`src/rtl/jpeg_block_sequencer.sv`:
```
`default_nettype none
// ============================================================================
// Module   : jpeg_block_sequencer
// Purpose  : Phase sequencer for the three-channel JPEG encoder top. Gathers
//            one 8x8 RGB block over a valid/ready handshake, then steps the
//            encoder through DCT, DCT end, zigzag load and Huffman start, and
//            waits for the Y/Cb/Cr encoders to finish before the next block.
// Revision : 1.0 - initial release
// ============================================================================
module jpeg_block_sequencer #(
  parameter int RGB_LAT      = 1,
  parameter int DCT_CYCLES   = 8,
  parameter int ZZ_WAIT      = 2,
  parameter int HUFF_TIMEOUT = 1024
) (
  input  logic        clk,
  input  logic        rst_n,
  input  logic        i_start,
  input  logic        i_abort,
  input  logic        i_pix_valid,
  input  logic [7:0]  i_pix_r,
  input  logic [7:0]  i_pix_g,
  input  logic [7:0]  i_pix_b,
  output logic        o_pix_ready,
  output logic [7:0]  o_red,
  output logic [7:0]  o_green,
  output logic [7:0]  o_blue,
  output logic        o_input_enable,
  output logic        o_input_1pix_enable,
  output logic        o_dct_enable,
  output logic        o_dct_end_enable,
  output logic        o_zigzag_input_enable,
  output logic        o_huffman_start,
  input  logic        i_y_done,
  input  logic        i_cb_done,
  input  logic        i_cr_done,
  output logic        o_block_done,
  output logic        o_timeout_err,
  output logic [15:0] o_block_count,
  output logic        o_busy
);

  typedef enum logic [3:0] {
    S_IDLE    = 4'd0,
    S_LOAD    = 4'd1,
    S_DRAIN   = 4'd2,
    S_DCT     = 4'd3,
    S_DCT_END = 4'd4,
    S_ZIGZAG  = 4'd5,
    S_ZZ_WAIT = 4'd6,
    S_HUFF    = 4'd7,
    S_DONE    = 4'd8
  } state_t;

  localparam logic [6:0]  c_PIX_LAST  = 7'd63;
  localparam logic [7:0]  c_DCT_LAST  = 8'(DCT_CYCLES - 1);
  localparam logic [7:0]  c_ZZ_LAST   = (ZZ_WAIT > 0) ? 8'(ZZ_WAIT - 1) : 8'd0;
  localparam logic [15:0] c_HUFF_LAST = 16'(HUFF_TIMEOUT - 1);

  state_t           r_state;
  state_t           w_state_next;
  logic [6:0]       r_pix_cnt;
  logic [RGB_LAT:0] r_vld_sr;
  logic [7:0]       r_red;
  logic [7:0]       r_green;
  logic [7:0]       r_blue;
  logic [7:0]       r_phase_cnt;
  logic [15:0]      r_huff_timer;
  logic [2:0]       r_done_flags;
  logic             r_timeout_err;
  logic [15:0]      r_block_count;

  logic             w_pix_ready;
  logic             w_accept;
  logic             w_drain_empty;
  logic             w_state_change;
  logic [2:0]       w_done_seen;
  logic             w_all_done;
  logic             w_huff_tmo;

  // Ready depends only on registered state so pix_valid never loops back to pix_ready.
  assign w_pix_ready    = (r_state == S_LOAD) && !r_pix_cnt[6];
  assign w_accept       = w_pix_ready && i_pix_valid && !i_abort;
  // DRAIN shifts in zeros, so the register empties next edge when only the tail is set.
  assign w_drain_empty  = (r_vld_sr[RGB_LAT-1:0] == '0);
  assign w_done_seen    = r_done_flags | {i_cr_done, i_cb_done, i_y_done};
  assign w_all_done     = &w_done_seen;
  assign w_huff_tmo     = (r_huff_timer == c_HUFF_LAST);
  assign w_state_change = (w_state_next != r_state);

  // State register.
  always_ff @(posedge clk or negedge rst_n) begin
    if (!rst_n) begin
      r_state <= S_IDLE;
    end else begin
      r_state <= w_state_next;
    end
  end

  // Next-state selection and phase-control decode from the registered state.
  always_comb begin
    w_state_next          = r_state;
    o_pix_ready           = w_pix_ready;
    o_input_enable        = 1'b0;
    o_input_1pix_enable   = r_vld_sr[RGB_LAT];
    o_dct_enable          = 1'b0;
    o_dct_end_enable      = 1'b0;
    o_zigzag_input_enable = 1'b0;
    o_huffman_start       = 1'b0;
    o_block_done          = 1'b0;
    o_busy                = (r_state != S_IDLE);

    case (r_state)
      S_IDLE: begin
        if (i_start) begin
          w_state_next = S_LOAD;
        end
      end
      S_LOAD: begin
        o_input_enable = 1'b1;
        if (w_accept && (r_pix_cnt == c_PIX_LAST)) begin
          w_state_next = S_DRAIN;
        end
      end
      S_DRAIN: begin
        o_input_enable = 1'b1;
        if (w_drain_empty) begin
          w_state_next = S_DCT;
        end
      end
      S_DCT: begin
        o_dct_enable = 1'b1;
        if (r_phase_cnt == c_DCT_LAST) begin
          w_state_next = S_DCT_END;
        end
      end
      S_DCT_END: begin
        o_dct_end_enable = 1'b1;
        w_state_next     = S_ZIGZAG;
      end
      S_ZIGZAG: begin
        o_zigzag_input_enable = 1'b1;
        w_state_next          = (ZZ_WAIT == 0) ? S_HUFF : S_ZZ_WAIT;
      end
      S_ZZ_WAIT: begin
        if (r_phase_cnt == c_ZZ_LAST) begin
          w_state_next = S_HUFF;
        end
      end
      S_HUFF: begin
        o_huffman_start = (r_huff_timer == 16'd0);
        if (w_all_done || w_huff_tmo) begin
          w_state_next = S_DONE;
        end
      end
      S_DONE: begin
        o_block_done = 1'b1;
        w_state_next = S_LOAD;
      end
      default: begin
        w_state_next = S_IDLE;
      end
    endcase

    if (i_abort) begin
      w_state_next = S_IDLE;
    end
  end

  // Pixel counter: restarts whenever a new block load is about to begin.
  always_ff @(posedge clk or negedge rst_n) begin
    if (!rst_n) begin
      r_pix_cnt <= '0;
    end else if (i_abort || (r_state == S_IDLE) || (r_state == S_DONE)) begin
      r_pix_cnt <= '0;
    end else if (w_accept) begin
      r_pix_cnt <= r_pix_cnt + 7'd1;
    end
  end

  // Converter-latency tracker: one bit per accepted pixel, tail drives the per-pixel strobe.
  always_ff @(posedge clk or negedge rst_n) begin
    if (!rst_n) begin
      r_vld_sr <= '0;
    end else if (i_abort) begin
      r_vld_sr <= '0;
    end else begin
      r_vld_sr <= {r_vld_sr[RGB_LAT-1:0], w_accept};
    end
  end

  // Pixel output register, loaded only on an accepted handshake.
  always_ff @(posedge clk or negedge rst_n) begin
    if (!rst_n) begin
      r_red   <= '0;
      r_green <= '0;
      r_blue  <= '0;
    end else if (w_accept) begin
      r_red   <= i_pix_r;
      r_green <= i_pix_g;
      r_blue  <= i_pix_b;
    end
  end

  // Dwell counter for DCT and zigzag-wait phases; zeroed on every state change.
  always_ff @(posedge clk or negedge rst_n) begin
    if (!rst_n) begin
      r_phase_cnt <= '0;
    end else if (w_state_change) begin
      r_phase_cnt <= '0;
    end else if ((r_state == S_DCT) || (r_state == S_ZZ_WAIT)) begin
      r_phase_cnt <= r_phase_cnt + 8'd1;
    end
  end

  // Huffman wait timer and sticky completion flags; both start clean on HUFF entry.
  always_ff @(posedge clk or negedge rst_n) begin
    if (!rst_n) begin
      r_huff_timer <= '0;
      r_done_flags <= '0;
    end else if ((r_state == S_HUFF) && !w_state_change) begin
      r_huff_timer <= r_huff_timer + 16'd1;
      r_done_flags <= w_done_seen;
    end else begin
      r_huff_timer <= '0;
      r_done_flags <= '0;
    end
  end

  // Sticky timeout flag: set when HUFF expires without all channels, cleared by a new start.
  always_ff @(posedge clk or negedge rst_n) begin
    if (!rst_n) begin
      r_timeout_err <= 1'b0;
    end else if (!i_abort) begin
      if ((r_state == S_IDLE) && i_start) begin
        r_timeout_err <= 1'b0;
      end else if ((r_state == S_HUFF) && w_huff_tmo && !w_all_done) begin
        r_timeout_err <= 1'b1;
      end
    end
  end

  // Completed-block counter, wraps naturally at 16 bits.
  always_ff @(posedge clk or negedge rst_n) begin
    if (!rst_n) begin
      r_block_count <= '0;
    end else if (!i_abort && (r_state == S_DONE)) begin
      r_block_count <= r_block_count + 16'd1;
    end
  end

  assign o_red         = r_red;
  assign o_green       = r_green;
  assign o_blue        = r_blue;
  assign o_timeout_err = r_timeout_err;
  assign o_block_count = r_block_count;

endmodule
`default_nettype wire

```
`config.mk`:
```
export PLATFORM = sky130hd
export DESIGN_NAME = jpeg_block_sequencer
export DESIGN_NICKNAME = d
export VERILOG_FILES = /design/src/rtl/jpeg_block_sequencer.sv
export SDC_FILE = /design/constraint.sdc
export NUM_CORES = 1
export LEC_CHECK = 0
export CORE_UTILIZATION = 46
export DETAILED_ROUTE_END_ITERATION = 8
export MAX_ROUTING_LAYER = met4
export PLACE_DENSITY = 0.76
export SYNTH_ARGS = -nofsm -noshare
export SYNTH_HDL_FRONTEND = slang
export SYNTH_SLANG_ARGS = --single-unit
```
`constraint.sdc`:
```
create_clock -name clk -period 2.35 [get_ports clk]
set_clock_uncertainty 0.2 [all_clocks]
set_input_delay 0.47 -clock clk [delete_from_list [all_inputs] [get_ports clk]]
set_output_delay 0.47 -clock clk [all_outputs]
set_load 0.01 [all_outputs]
```
==> results of run 1 <==
[sequential cells by signal (all words and copies together) (netlist names)]
| register | count |
|---|---|
| r_phase_cnt | 8 |
| r_state | 4 |
| r_done_flags | 3 |
| o_green | 8 |
| o_red | 8 |
| o_blue | 8 |
| r_huff_timer | 16 |
| o_timeout_err | 1 |
| o_block_count | 16 |
| r_pix_cnt | 7 |
| r_vld_sr | 2 |
[synthesized netlist by cell type, types with 3 or more instances]
| library cell | number | area share (%) |
|---|---|---|
| a21oi_1 | 3 | 0.39 |
| a31oi_1 | 3 | 0.49 |
| and3_1 | 6 | 0.98 |
| and4_1 | 6 | 1.4 |
| buf_2 | 5 | 0.65 |
| buf_6 | 3 | 0.88 |
| clkbuf_1 | 3 | 0.29 |
| dfrtp_1 | 81 | 53 |
| ha_1 | 6 | 2.0 |
| inv_1 | 8 | 0.78 |
| mux2_2 | 25 | 7.3 |
| nand2_1 | 20 | 2.0 |
| nand2b_1 | 7 | 1.1 |
| nand3_1 | 12 | 1.6 |
| nand4_1 | 10 | 1.6 |
| nand4b_1 | 3 | 0.69 |
| nor2_1 | 43 | 4.2 |
| nor3_1 | 14 | 1.8 |
| nor4_1 | 5 | 0.82 |
| o21ai_0 | 4 | 0.52 |
| or2_2 | 3 | 0.49 |
| or3_1 | 4 | 0.65 |
| xnor2_1 | 19 | 4.3 |
| xor2_1 | 21 | 4.8 |
[final timing paths]
kind	slack, ns	to	cells after the start
setup / recovery	-0.02	o_busy	4
hold / removal	0.27	o_block_count[15]$_DFFE_PN0P_	1
setup reg to reg	0.09	r_phase_cnt[7]$_DFFE_PN0P_	6
hold reg to reg	0.27	o_block_count[15]$_DFFE_PN0P_	1
max in group asynchronous	0.94	r_huff_timer[7]$_DFF_PN0_	3
min in group asynchronous	0.39	o_blue[5]$_DFFE_PN0P_	2
[timing repair]
action,CTS,global route
endpoints found under the hold margin,32,0
cloned,0,1
buffers inserted,1,1
endpoints found under the setup margin,28,28
pin swaps,0,5
resized for setup,33,20
hold buffers,1,0
[per-layer routing]
layer,GRT usage [%],up-vias
met5,-,-
met4,5.000,0
met3,5.041,5
met2,37.44,66
met1,26.95,1550
li1,-,1461
[area by class of cell]
cell class / instances / share of cell area (%)
clock buffers: 10 / 2.519
flip-flops and latches: 81 / 37.10
inverters: 8 / 0.5497
multi-input cells: 243 / 33.69
clock inverters: 6 / 1.649
well taps: 102 / 2.336
repair buffers: 131 / 22.15
[cell families after synthesis]
group                    Yosys count  share of synthesized area (%)
buffers and inverters             19                          2.612
XOR/XNOR                          41                          9.566
flip-flops                        81                          52.89
AND/OR/NAND/NOR                  147                          21.25
adder cells (fa/ha/maj)            6                          1.959
AO/OA/AOI/OAI                     22                          4.114
multiplexers                      26                          7.607
[worst register-to-register path: stages, from the launching register on]
cell     delay, ns
dfrtp_1       0.43
buf_4         0.16
or3_1         0.41
a21o_1        0.21
or2_2         0.29
a31oi_4       0.31
nor3_1        0.11
[stage by stage]
stage                      TNS, ns  std cells  util (%)
final                     -0.04014        581     69.26
after global routing       -0.2630        581     69.26
after CTS                 -0.03466        579     68.12
after detailed placement    -9.952        561     64.63
after global placement      -6.730        561     64.63
after floorplan                  0        342         -
[power groups by stage]
stage | sequential, mW | clock (mW) | combinational [mW]
2_1_floorplan | 1.65 | 0 | 0.150
3_3_place_gp | 1.59 | 0 | 0.586
3_5_place_dp | 1.60 | 0 | 0.592
4_1_cts | 1.58 | 1.18 | 0.596
5_1_grt | 1.59 | 1.24 | 0.633
6_report | 1.57 | 1.15 | 0.598
==> flow_metrics.env, run 1 <==
export IMPL_met2RoutedLength_um=4634
export IMPL_switching_share_pct=24.33
export IMPL_antenna_cells=0
export IMPL_initial_core_util_pct=48.59
export IMPL_violations="setup timing"
export IMPL_hold_class="reg -> reg"
export IMPL_cpMaxStageDelayCell="dfrtp_1"
export IMPL_final_cell_area_um2=5463
export IMPL_grt_pass1_vias=3077
export IMPL_yosys_warnings=0
export IMPL_holdWs_ns=0.2691
export IMPL_nets=512
export IMPL_power_mw=3.322
export IMPL_cap_violations=0
export IMPL_final_seq_area_um2=2027
export IMPL_synth_area_um2=3832
export IMPL_syn_avg_cell_area_um2=11.21
export IMPL_peakVddDrop_v=0.0003920
export IMPL_maxSlewViolCount=0
export IMPL_routed_top_layer="met4"
export IMPL_cts_tree="done"
export IMPL_cts_max_level=3
export IMPL_gp_congestion=0.8584
export IMPL_clkPwrFrac_pct=34.6
export IMPL_ys_ff_latch=81
export IMPL_hold_violations=0
export IMPL_dieArea_um2=8700
export IMPL_worstPathCellList="buf_4, or2_4, or3_4, buf_2"
export IMPL_final_cell_mix="dfrtp_1, clkdlybuf4s50_1, buf_4"
export IMPL_coreArea_um2=7888
export IMPL_io_pins=82
export IMPL_critPathTopFamily="simple AND/OR/NAND/NOR gates"
export IMPL_preCtsSetupSlack_ns=-0.3656
export IMPL_synthesis_nets=380
export IMPL_grt_use_total_pct=22.07
export IMPL_numCtsBuffers=9
export IMPL_cellLeakagePower_nw=2.365
export IMPL_wl_met1_um=3801
export IMPL_r2r_start="r_state[1]$_DFF_PN0_"
export IMPL_max_slew_margin_pct=70.82
export IMPL_clockBufferDepth=2
export IMPL_n_fill_cell=588
export IMPL_detail_route_first_pass_iterations=4
export IMPL_cpPeakStageDelay_ns=0.40
export IMPL_die_y_um=93.28
export IMPL_grt_max_degree=50
export IMPL_status="finished with violations"
export IMPL_critPathBufInv=2
export IMPL_multi_input_area_um2=1841
export IMPL_seq_area_frac_synth_pct=52.89
export IMPL_drive_above_1_share_pct=26.93
export IMPL_grt_antenna_before_repair=0
export IMPL_p_int_mw=2.514
export IMPL_critPathArrivalTime_ns=1.70
export IMPL_placed_area_um2=5097
export IMPL_final_common_cell="dfrtp_1"
export IMPL_crit_start="r_state[3]$_DFF_PN0_"
export IMPL_dp_hpwl_um=6198
export IMPL_start_kind="register"
export IMPL_first_iter_violations=135
export IMPL_port_buffers=81
export IMPL_p_seq_share_pct=47.4
export IMPL_grt_first_pass_wirelength_um=14480
export IMPL_rows=32
export IMPL_overflow=0
export IMPL_clk_latency_ns=0.36
export IMPL_synthFlopType="dfrtp_1"
export IMPL_max_slew_worst_pin_slew_ns=0.4377
export IMPL_synth_cell_type_count=46
export IMPL_clk_pin_slew_ns=0.09
export IMPL_hp_start="o_block_count[15]$_DFFE_PN0P_"
export IMPL_vias_per_cell=5.305
export IMPL_cts_sinks=81
export IMPL_max_freq_mhz=421.1
export IMPL_rsz0062_at_grt="yes"
export IMPL_drt_total_wl_um=8900
export IMPL_final_antenna_net_count=0
export IMPL_switchingPower_mw=0.8084
export IMPL_num_vias=3082
export IMPL_area_growth_syn_to_layout_pct=42.54
export IMPL_cp_required_ns=1.68
export IMPL_drc=0
export IMPL_setup_ws_ns=-0.02446
export IMPL_ys_async_sr_fraction_pct=100.0
export IMPL_end_kind="output port"
export IMPL_period_minus_slack_ns=2.374
export IMPL_synth_edf_count=0
export IMPL_p_comb_share_pct=18.0
export IMPL_critPathKind="reg -> out"
export IMPL_netlist_instances=342
export IMPL_p_per_area_nw_per_um2=608.2
export IMPL_wl_per_cell_um=15.32
export IMPL_cts_root_buf="clkbuf_8"
export IMPL_wl_met3_um=388
export IMPL_fp_dieW_um=93.28
export IMPL_setup_violations=2
export IMPL_crit_fanout=6
export IMPL_fin_crit_sh_pct=101.0
Power figures use the tool's default switching activity.
==> run 2: changes to the inputs <==
--- a/config.mk
+++ b/config.mk
@@ -5,7 +5,7 @@
 export SDC_FILE = /design/constraint.sdc
 export NUM_CORES = 1
 export LEC_CHECK = 0
-export CORE_UTILIZATION = 46
+export CORE_UTILIZATION = 48
 export DETAILED_ROUTE_END_ITERATION = 8
 export MAX_ROUTING_LAYER = met4
 export PLACE_DENSITY = 0.76
==> constraint.sdc (replaced) <==
create_clock -name clk -period 2.95 [get_ports clk]
set_clock_uncertainty 0.2 [all_clocks]
set_input_delay 0.59 -clock clk [delete_from_list [all_inputs] [get_ports clk]]
set_output_delay 0.59 -clock clk [all_outputs]
set_load 0.01 [all_outputs]
==> flow_metrics.env, run 2 (synthesis gave the netlist of run 1 again) <==
export IMPL_coreArea_um2=7727
export IMPL_p_int_mw=1.821
export IMPL_clk_pin_slew_ns=0.09
export IMPL_final_antenna_net_count=0
export IMPL_cts_tree="done"
export IMPL_gp_congestion=0.8545
export IMPL_overflow=0
export IMPL_hold_violations=0
export IMPL_switching_share_pct=26.54
export IMPL_port_buffers=81
export IMPL_cts_root_buf="clkbuf_8"
export IMPL_worstPathCellList="buf_4, or4b_4, inv_1, clkdlybuf4s50_1"
export IMPL_p_comb_share_pct=18.3
export IMPL_setup_violations=0
export IMPL_wl_per_cell_um=15.02
export IMPL_ff2ff_path_depth=5
export IMPL_max_slew_margin_pct=56.48
export IMPL_max_freq_mhz=346.2
export IMPL_drc=0
export IMPL_tns_ns=0
export IMPL_antenna_cells=0
export IMPL_drt_total_wl_um=8066
export IMPL_peakVddDrop_v=0.0003710
export IMPL_maxSlewViolCount=0
export IMPL_cellLeakagePower_nw=2.100
export IMPL_start_kind="register"
export IMPL_place_inst=521
export IMPL_period_minus_slack_ns=2.889
export IMPL_grt_max_degree=48
export IMPL_grt_antenna_before_repair=0
export IMPL_rsz0062_at_grt="no"
export IMPL_hold_class="in -> async"
export IMPL_critPathKind="reg -> out"
export IMPL_cap_violations=0
export IMPL_dieArea_um2=8346
export IMPL_rows=32
export IMPL_clkPwrFrac_pct=31.1
export IMPL_p_seq_share_pct=50.6
export IMPL_grt_first_pass_wirelength_um=13740
export IMPL_numCtsBuffers=9
export IMPL_io_pins=82
export IMPL_switchingPower_mw=0.6579
export IMPL_fp_dieW_um=91.36
export IMPL_drive_above_1_share_pct=14.48
export IMPL_path_depth=4
export IMPL_cpMaxStageDelayCell="clkdlybuf4s50_1"
export IMPL_nets=468
export IMPL_dp_hpwl_um=5775
export IMPL_status="completed"
export IMPL_final_cell_mix="dfrtp_1, clkdlybuf4s50_1, nor2_1"
export IMPL_end_kind="output port"
export IMPL_fin_crit_sh_pct=97.92
export IMPL_rrSetupSlack_ns=0.44
export IMPL_critPathTopFamily="buffers and inverters"
export IMPL_vias_per_cell=5.324
export IMPL_detail_route_first_pass_iterations=4
export IMPL_cpPeakStageDelay_ns=0.57
export IMPL_instances_no_fill=537
export IMPL_grt_use_total_pct=21.73
export IMPL_area_growth_syn_to_layout_pct=29.74
export IMPL_p_per_area_nw_per_um2=498.5
export IMPL_critPathArrivalTime_ns=2.10
export IMPL_cp_required_ns=2.16
export IMPL_cts_max_level=3
export IMPL_final_common_cell="dfrtp_1"
export IMPL_num_vias=2859
export IMPL_cts_sinks=81
export IMPL_grt_pass1_vias=2827
export IMPL_max_slew_worst_pin_slew_ns=0.6515
export IMPL_first_iter_violations=127
export IMPL_critPathBufInv=3
export IMPL_die_y_um=91.36
export IMPL_clockBufferDepth=2
export IMPL_crit_fanout=11
export IMPL_clk_latency_ns=0.36
export IMPL_initial_core_util_pct=49.60
-- run 2: cell count changes in the layout (fill, tap and decap cells not counted), moves of 3 or more --
cell             before  now
clkdlybuf4s50_1      72   78
buf_2                 3    0
nor3_1               11   14
buf_4                46    6
-- run 2: routing by layer --
metal | vias up | GRT usage (%) | wire length [µm]
met4 | 0 | 8.069 | 141
met3 | 15 | 3.601 | 268
met1 | 1412 | 28.31 | 3654
met2 | 60 | 34.34 | 4001
li1 | 1372 | - | -
met5 | - | - | 0
-- run 2: worst paths after layout --
path / from / end
worst max-delay path: r_state[3]$_DFF_PN0_ / o_block_done
min in group clk: r_state[3]$_DFF_PN0_ / r_state[2]$_DFF_PN0_
worst min register to register: r_state[3]$_DFF_PN0_ / r_state[2]$_DFF_PN0_
max in group asynchronous: rst_n / o_block_count[4]$_DFFE_PN0P_
worst min-delay path: rst_n / o_blue[3]$_DFFE_PN0P_
worst max register to register: r_huff_timer[11]$_DFF_PN0_ / r_huff_timer[8]$_DFF_PN0_
-- run 2: area by class of cell --
class | instances | area, µm²
clock buffer | 10 | 137.6
clock inverter | 6 | 52.55
fill | 600 | 2755
inverter | 8 | 30.03
multi-input combinational | 242 | 1714
sequential | 81 | 2027
tap | 102 | 127.6
timing repair buffer | 88 | 883.3
-- run 2: worst register-to-register path, cell delays in order (launching register included) --
cell     delay [ns]
dfrtp_1        0.43
or4_1          0.59
nor4_2         0.40
o31a_2         0.26
a31o_2         0.41
nor2_1         0.10
-- run 2: power groups by stage --
stage | Clock, mW | Sequential (mW) | Combinational, mW
2_1_floorplan | 0 | 1.32 | 0.120
3_5_place_dp | 0 | 1.28 | 0.460
5_1_grt | 0.838 | 1.27 | 0.484
6_report | 0.772 | 1.25 | 0.453
4_1_cts | 0.791 | 1.25 | 0.461
3_3_place_gp | 0 | 1.27 | 0.451
-- run 2: through the flow --
stage	area [µm²]	utilization (%)	total power [mW]	worst slack [ns]	hold WS, ns
floorplan	3832	-	1.437	0.7455	0.09441
global placement	4785	61.92	1.721	0.2066	0.2395
detailed placement	4785	61.92	1.737	0.1164	0.2583
CTS	4972	64.35	2.507	0.07111	0.04820
global route	4972	64.35	2.587	0.01412	0.06958
finish	4972	64.35	2.479	0.06142	0.02836
-- run 2: repair_timing --
item	4_1_cts	5_1_grt
setup buffers	0	0
hold buffers	0	0
endpoints found under the hold margin	0	0
gates resized for setup	2	0
setup endpoints to repair	2	0
==> run 3: changes to the inputs <==
--- a/config.mk
+++ b/config.mk
@@ -5,10 +5,10 @@
 export SDC_FILE = /design/constraint.sdc
 export NUM_CORES = 1
 export LEC_CHECK = 0
-export CORE_UTILIZATION = 48
+export CORE_UTILIZATION = 55
 export DETAILED_ROUTE_END_ITERATION = 8
 export MAX_ROUTING_LAYER = met4
-export PLACE_DENSITY = 0.76
+export PLACE_DENSITY = 0.85
 export SYNTH_ARGS = -nofsm -noshare
 export SYNTH_HDL_FRONTEND = slang
 export SYNTH_SLANG_ARGS = --single-unit
==> flow_metrics.env, run 3 (synthesis gave the netlist of run 1 again) <==
export IMPL_cts_sinks=81
export IMPL_regToRegEndpoint="r_huff_timer[2]$_DFF_PN0_"
export IMPL_hold_class="in -> async"
export IMPL_gp_congestion=0.7916
export IMPL_cap_violations=0
export IMPL_cts_tree="done"
export IMPL_port_buffers=81
export IMPL_met2RoutedLength_um=4344
export IMPL_period_minus_slack_ns=2.892
export IMPL_vias_per_cell=5.566
export IMPL_coreArea_um2=6756
export IMPL_final_seq_area_um2=2027
export IMPL_clk_latency_ns=0.35
export IMPL_first_iter_violations=134
export IMPL_preCtsSetupSlack_ns=0.1974
export IMPL_clockBufferDepth=2
export IMPL_dp_hpwl_um=5879
export IMPL_start_kind="register"
export IMPL_final_common_cell="dfrtp_1"
export IMPL_n_fill_cell=488
export IMPL_grt_pass1_vias=2964
export IMPL_setup_ws_ns=0.05810
export IMPL_wl_per_cell_um=16.03
export IMPL_grt_use_total_pct=25.23
export IMPL_io_pins=82
export IMPL_status="completed"
export IMPL_multi_input_area_um2=1714
export IMPL_num_vias=2883
export IMPL_max_freq_mhz=345.8
export IMPL_crit_fanout=12
export IMPL_dieArea_um2=7306
export IMPL_initial_core_util_pct=56.72
export IMPL_maxSlewViolCount=0
export IMPL_end_kind="output port"
export IMPL_die_y_um=85.48
export IMPL_place_inst=502
export IMPL_overflow=0
export IMPL_drc=0
export IMPL_wl_met1_um=3536
export IMPL_grt_first_pass_wirelength_um=13880
export IMPL_nets=471
export IMPL_fin_crit_sh_pct=98.03
export IMPL_peakVddDrop_v=0.0004448
export IMPL_critPathKind="reg -> out"
export IMPL_instances_no_fill=518
export IMPL_r2r_start="r_huff_timer[11]$_DFF_PN0_"
export IMPL_hold_violations=0
export IMPL_cellLeakagePower_nw=2.106
export IMPL_max_slew_margin_pct=55.61
export IMPL_rrSetupSlack_ns=0.46
export IMPL_grt_antenna_before_repair=0
export IMPL_cts_root_buf="clkbuf_8"
export IMPL_numCtsBuffers=9
export IMPL_routed_top_layer="met4"
export IMPL_clk_pin_slew_ns=0.08
export IMPL_setup_violations=0
export IMPL_wl_met3_um=309
export IMPL_grt_max_degree=44
export IMPL_rsz0062_at_grt="no"
export IMPL_critPathArrivalTime_ns=2.10
export IMPL_drive_above_1_share_pct=14.61
export IMPL_tns_ns=0
export IMPL_final_antenna_net_count=0
export IMPL_drt_total_wl_um=8306
export IMPL_final_cell_mix="dfrtp_1, clkdlybuf4s50_1, nor2_1"
export IMPL_cp_required_ns=2.16
export IMPL_fp_dieW_um=85.48
export IMPL_area_growth_syn_to_layout_pct=29.15
export IMPL_rows=30
export IMPL_ff2ff_path_depth=5
export IMPL_max_slew_worst_pin_slew_ns=0.6645
export IMPL_p_per_area_nw_per_um2=510.7
export IMPL_detail_route_first_pass_iterations=4
export IMPL_antenna_cells=0
export IMPL_cts_max_level=3
[run 3: worst max-delay path by stage]
stage,start,depth (start not counted),slack (ns),endpoint
floorplan,r_state[3]$_DFF_PN0_,5,0.75,o_huffman_start
global placement,i_pix_valid,6,0.24,r_huff_timer[9]$_DFF_PN0_
detailed placement,i_pix_valid,6,0.20,r_huff_timer[8]$_DFF_PN0_
CTS,r_state[2]$_DFF_PN0_,4,0.05,o_pix_ready
global route,r_state[2]$_DFF_PN0_,4,0.008,o_pix_ready
finish,r_state[0]$_DFF_PN0_,4,0.06,o_block_done
[run 3: layer usage]
layer	global-route usage, %	vias up
met5	-	-
met4	10.91	0
met3	4.475	10
met2	41.60	66
met1	30.61	1425
li1	-	1382
[run 3: worst max-delay path, stage by stage, from the launching register on]
cell,delay [ns]
dfrtp_1,0.39
buf_4,0.19
or4b_4,0.54
inv_1,0.10
clkdlybuf4s50_1,0.54
[run 3: layout make-up]
class / count / area share, %
timing repair buffer: 91 / 17.80
inverter: 8 / 0.6067
tap: 80 / 2.022
multi-input combinational: 242 / 34.63
clock buffer: 12 / 2.932
sequential: 81 / 40.95
clock inverter: 4 / 1.062
[run 3: timing repair]
item	in CTS	in global routing
endpoints found under the setup margin	2	0
resized for setup	2	0
setup buffers	0	0
hold buffers	0	0
[run 3: report_power, final]
| part | internal, mW | switching [mW] |
|---|---|---|
| combinational | 0.279 | 0.175 |
| sequential | 1.20 | 0.0515 |
| clock | 0.415 | 0.404 |
| total | 1.90 | 0.631 |
[run 3: through the flow]
stage	cell area [µm²]	utilization, %	hold slack [ns]	power, mW
floorplan	3832	-	0.09441	1.437
global placement	4755	70.37	0.2621	1.716
detailed placement	4755	70.37	0.2745	1.736
CTS	4950	73.26	0.04073	2.543
global route	4950	73.26	0.06385	2.622
finish	4950	73.26	0.02617	2.528
==> variant, RTL diff (config.mk and constraints of run 3) <==
`RGB_LAT`: 1 -> 2.
--- a/src/rtl/jpeg_block_sequencer.sv
+++ b/src/rtl/jpeg_block_sequencer.sv
@@ -8,7 +8,7 @@
 // Revision : 1.0 - initial release
 // ============================================================================
 module jpeg_block_sequencer #(
-  parameter int RGB_LAT      = 1,
+  parameter int RGB_LAT      = 2,
   parameter int DCT_CYCLES   = 8,
   parameter int ZZ_WAIT      = 2,
   parameter int HUFF_TIMEOUT = 1024
Function: changed (a bounded check fails within 4 cycles, from zero or initial values and one cycle with rst_n low).
==> variant against run 3 <==
Wire length down 0.75%; final area increased by 3.0%; critical endpoint is now o_input_enable; worst hold slack worse by 1.6 ps; critical path type unchanged; register-to-register slack lost 110 ps; synthesized area up 0.88%; non-clock buffer count up 2; setup slack improved by 59 ps; sequential cell count up 1; maximum frequency rose by 2.1%; highest routed layer unchanged; power is 7.6% higher.
==> variant: results (changes against run 3) <==
clock-pin slew of the registers on the worst-case setup and hold paths approximately 90 ps; aggregate global routing overflow 0 (unchanged); share of the yosys chip area belonging to registers 53.1% (+0.19 points); weighted congestion at the end of routability-driven global placement 0.911 (+15%); post-placement worst setup slack 115 ps (-81.9 ps); FFs w/ async S/R, synth 100% (unchanged); HPWL Detailed 5.86 mm (-0.37%); internal power contribution 2080 µW (+9.5%); layout net count 476 (+1.1%); Critical Path Fanout Max 11 (-1); cell types with the largest area share after synthesis sky130_fd_sc_hd__dfrtp_1 53%, sky130_fd_sc_hd__mux2_2 7.6%, sky130_fd_sc_hd__xor2_1 5.4%, sky130_fd_sc_hd__nor2_1 4.3%, sky130_fd_sc_hd__xnor2_1 3.9%; number of DRC markers in iteration 0 207 (+54%); headroom to the max-slew limit 57.3% (+1.7 points); Slowest Stage Delay on Critical Path 580 ps (+40 ps); class of the tightest hold or removal check in2async; fraction of layout cells with a size suffix above 1 15.1% (+0.51 points); CTS buffer count 9 (unchanged); Crit. Startpoint r_state[0]; global router's overall resource usage 24.3% (-0.91 points); CTS resizes 1 (-1); first-pass GRT wire length 13.4 mm (-3.6%); clk buf depth 2 (unchanged); count of unique library cells instantiated by Yosys 51 (+11%); buffer cell driving the clock tree root sky130_fd_sc_hd__clkbuf_8; initial antenna violation count 0 (unchanged); maximum number of pins on one net before global-route repair 47 (+6.8%); number of diodes added for antenna fixing 0 (unchanged); syn_nets 383 (+0.79%); total via count after detailed routing 2,998 (+4.0%); number of hold buffers added after cts 0 (unchanged); critical register-to-register path startpoint r_huff_timer[0]; htree depth 3 (unchanged); peak supply drop 367 µV (-17%); via count of the first global-routing pass 2,854 (-3.7%); number of buffer cells added on primary ports 81 (unchanged); number of setup buffers added after CTS 0 (unchanged); Leakage Power 0.00219 µW (+4.1%); Initial DRT Pass Iterations 4 (unchanged); layout filler cell count 441 (-9.6%); Skew-Pair Late Insertion Delay 360 ps; cell class contributing the biggest share of worst-path delay buffers and inverters; count of cells along the worst register-to-register path 6 (+1); top cells by instance count after synthesis 82 x sky130_fd_sc_hd__dfrtp_1, 44 x sky130_fd_sc_hd__nor2_1, 26 x sky130_fd_sc_hd__mux2_2, 24 x sky130_fd_sc_hd__xor2_1, 23 x sky130_fd_sc_hd__nand2_1; DRT Wirelength 8.24 mm (-0.75%); outcome finished, final reports clean; synthesis warning total 0 (unchanged); standard-cell row count 30 (unchanged); slowest stage cell on the critical path sky130_fd_sc_hd__clkdlybuf4s50_1
[variant: path summary, 6_finish.rpt]
check	endpoint	slack (ps)
worst max-delay path	o_input_enable	120
min in group clk	o_block_count[15]	280
worst min-delay path	o_green[4]	20
worst min register to register	o_block_count[15]	280
worst max register to register	r_phase_cnt[6]	350
max in group asynchronous	r_done_flags[1]	1910
[variant: final cells by class]
| cell class | count | area (µm²) | area share (%) |
|---|---|---|---|
| Tap cell | 96 | 120 | 2.36 |
| Inverter | 8 | 30.0 | 0.589 |
| Multi-Input combinational cell | 244 | 1740 | 34.2 |
| Clock buffer | 10 | 128 | 2.50 |
| Sequential cell | 82 | 2050 | 40.2 |
| Clock inverter | 6 | 114 | 2.23 |
| Timing Repair Buffer | 93 | 912 | 17.9 |
[variant: metal layers]
metal,global-route usage [%],wire length (µm),part of all wire [%],vias up
li1,-,-,-,1412
met5,-,0,0,-
met2,37.8,3920,48,101
met1,31.0,3690,45,1463
met4,12.6,272,3.3,0
met3,3.85,363,4.4,22
[variant: per-stage QoR]
| stage | power (µW) | cell area, µm² | std cells | utilization [%] | hold slack (ps) |
|---|---|---|---|---|---|
| 2_1_floorplan | 1460 | 3870 | 345 | - | 94.4 |
| 3_3_place_gp | 1750 | 4840 | 523 | 71.3 | 259 |
| 3_5_place_dp | 1770 | 4840 | 523 | 71.3 | 279 |
| 4_1_cts | 2740 | 5080 | 539 | 74.8 | 35.9 |
| 5_1_grt | 2820 | 5100 | 539 | 75.0 | 71.0 |
| 6_report | 2720 | 5100 | 539 | 75.0 | 24.5 |
[variant: power by group through the flow]
stage / Combinational, µW / Clock, µW / Sequential (µW)
2_1_floorplan: 127 / 0 / 1340
3_3_place_gp: 463 / 0 / 1290
3_5_place_dp: 473 / 0 / 1300
4_1_cts: 476 / 989 / 1270
5_1_grt: 500 / 1030 / 1290
6_report: 472 / 974 / 1270
[variant: kinds of logic (layout without fill, tap and decap cells)]
family,after synthesis,after routing,share of synthesized area (%)
flip-flops,82,82,53.1
XOR/XNOR,41,41,9.29
multiplexers,26,26,7.57
adder cells (fa/ha/maj),6,6,1.94
AND/OR/NAND/NOR,147,147,20.8
AO/OA/AOI/OAI,24,24,5.21
buffers and inverters,19,117,2.14
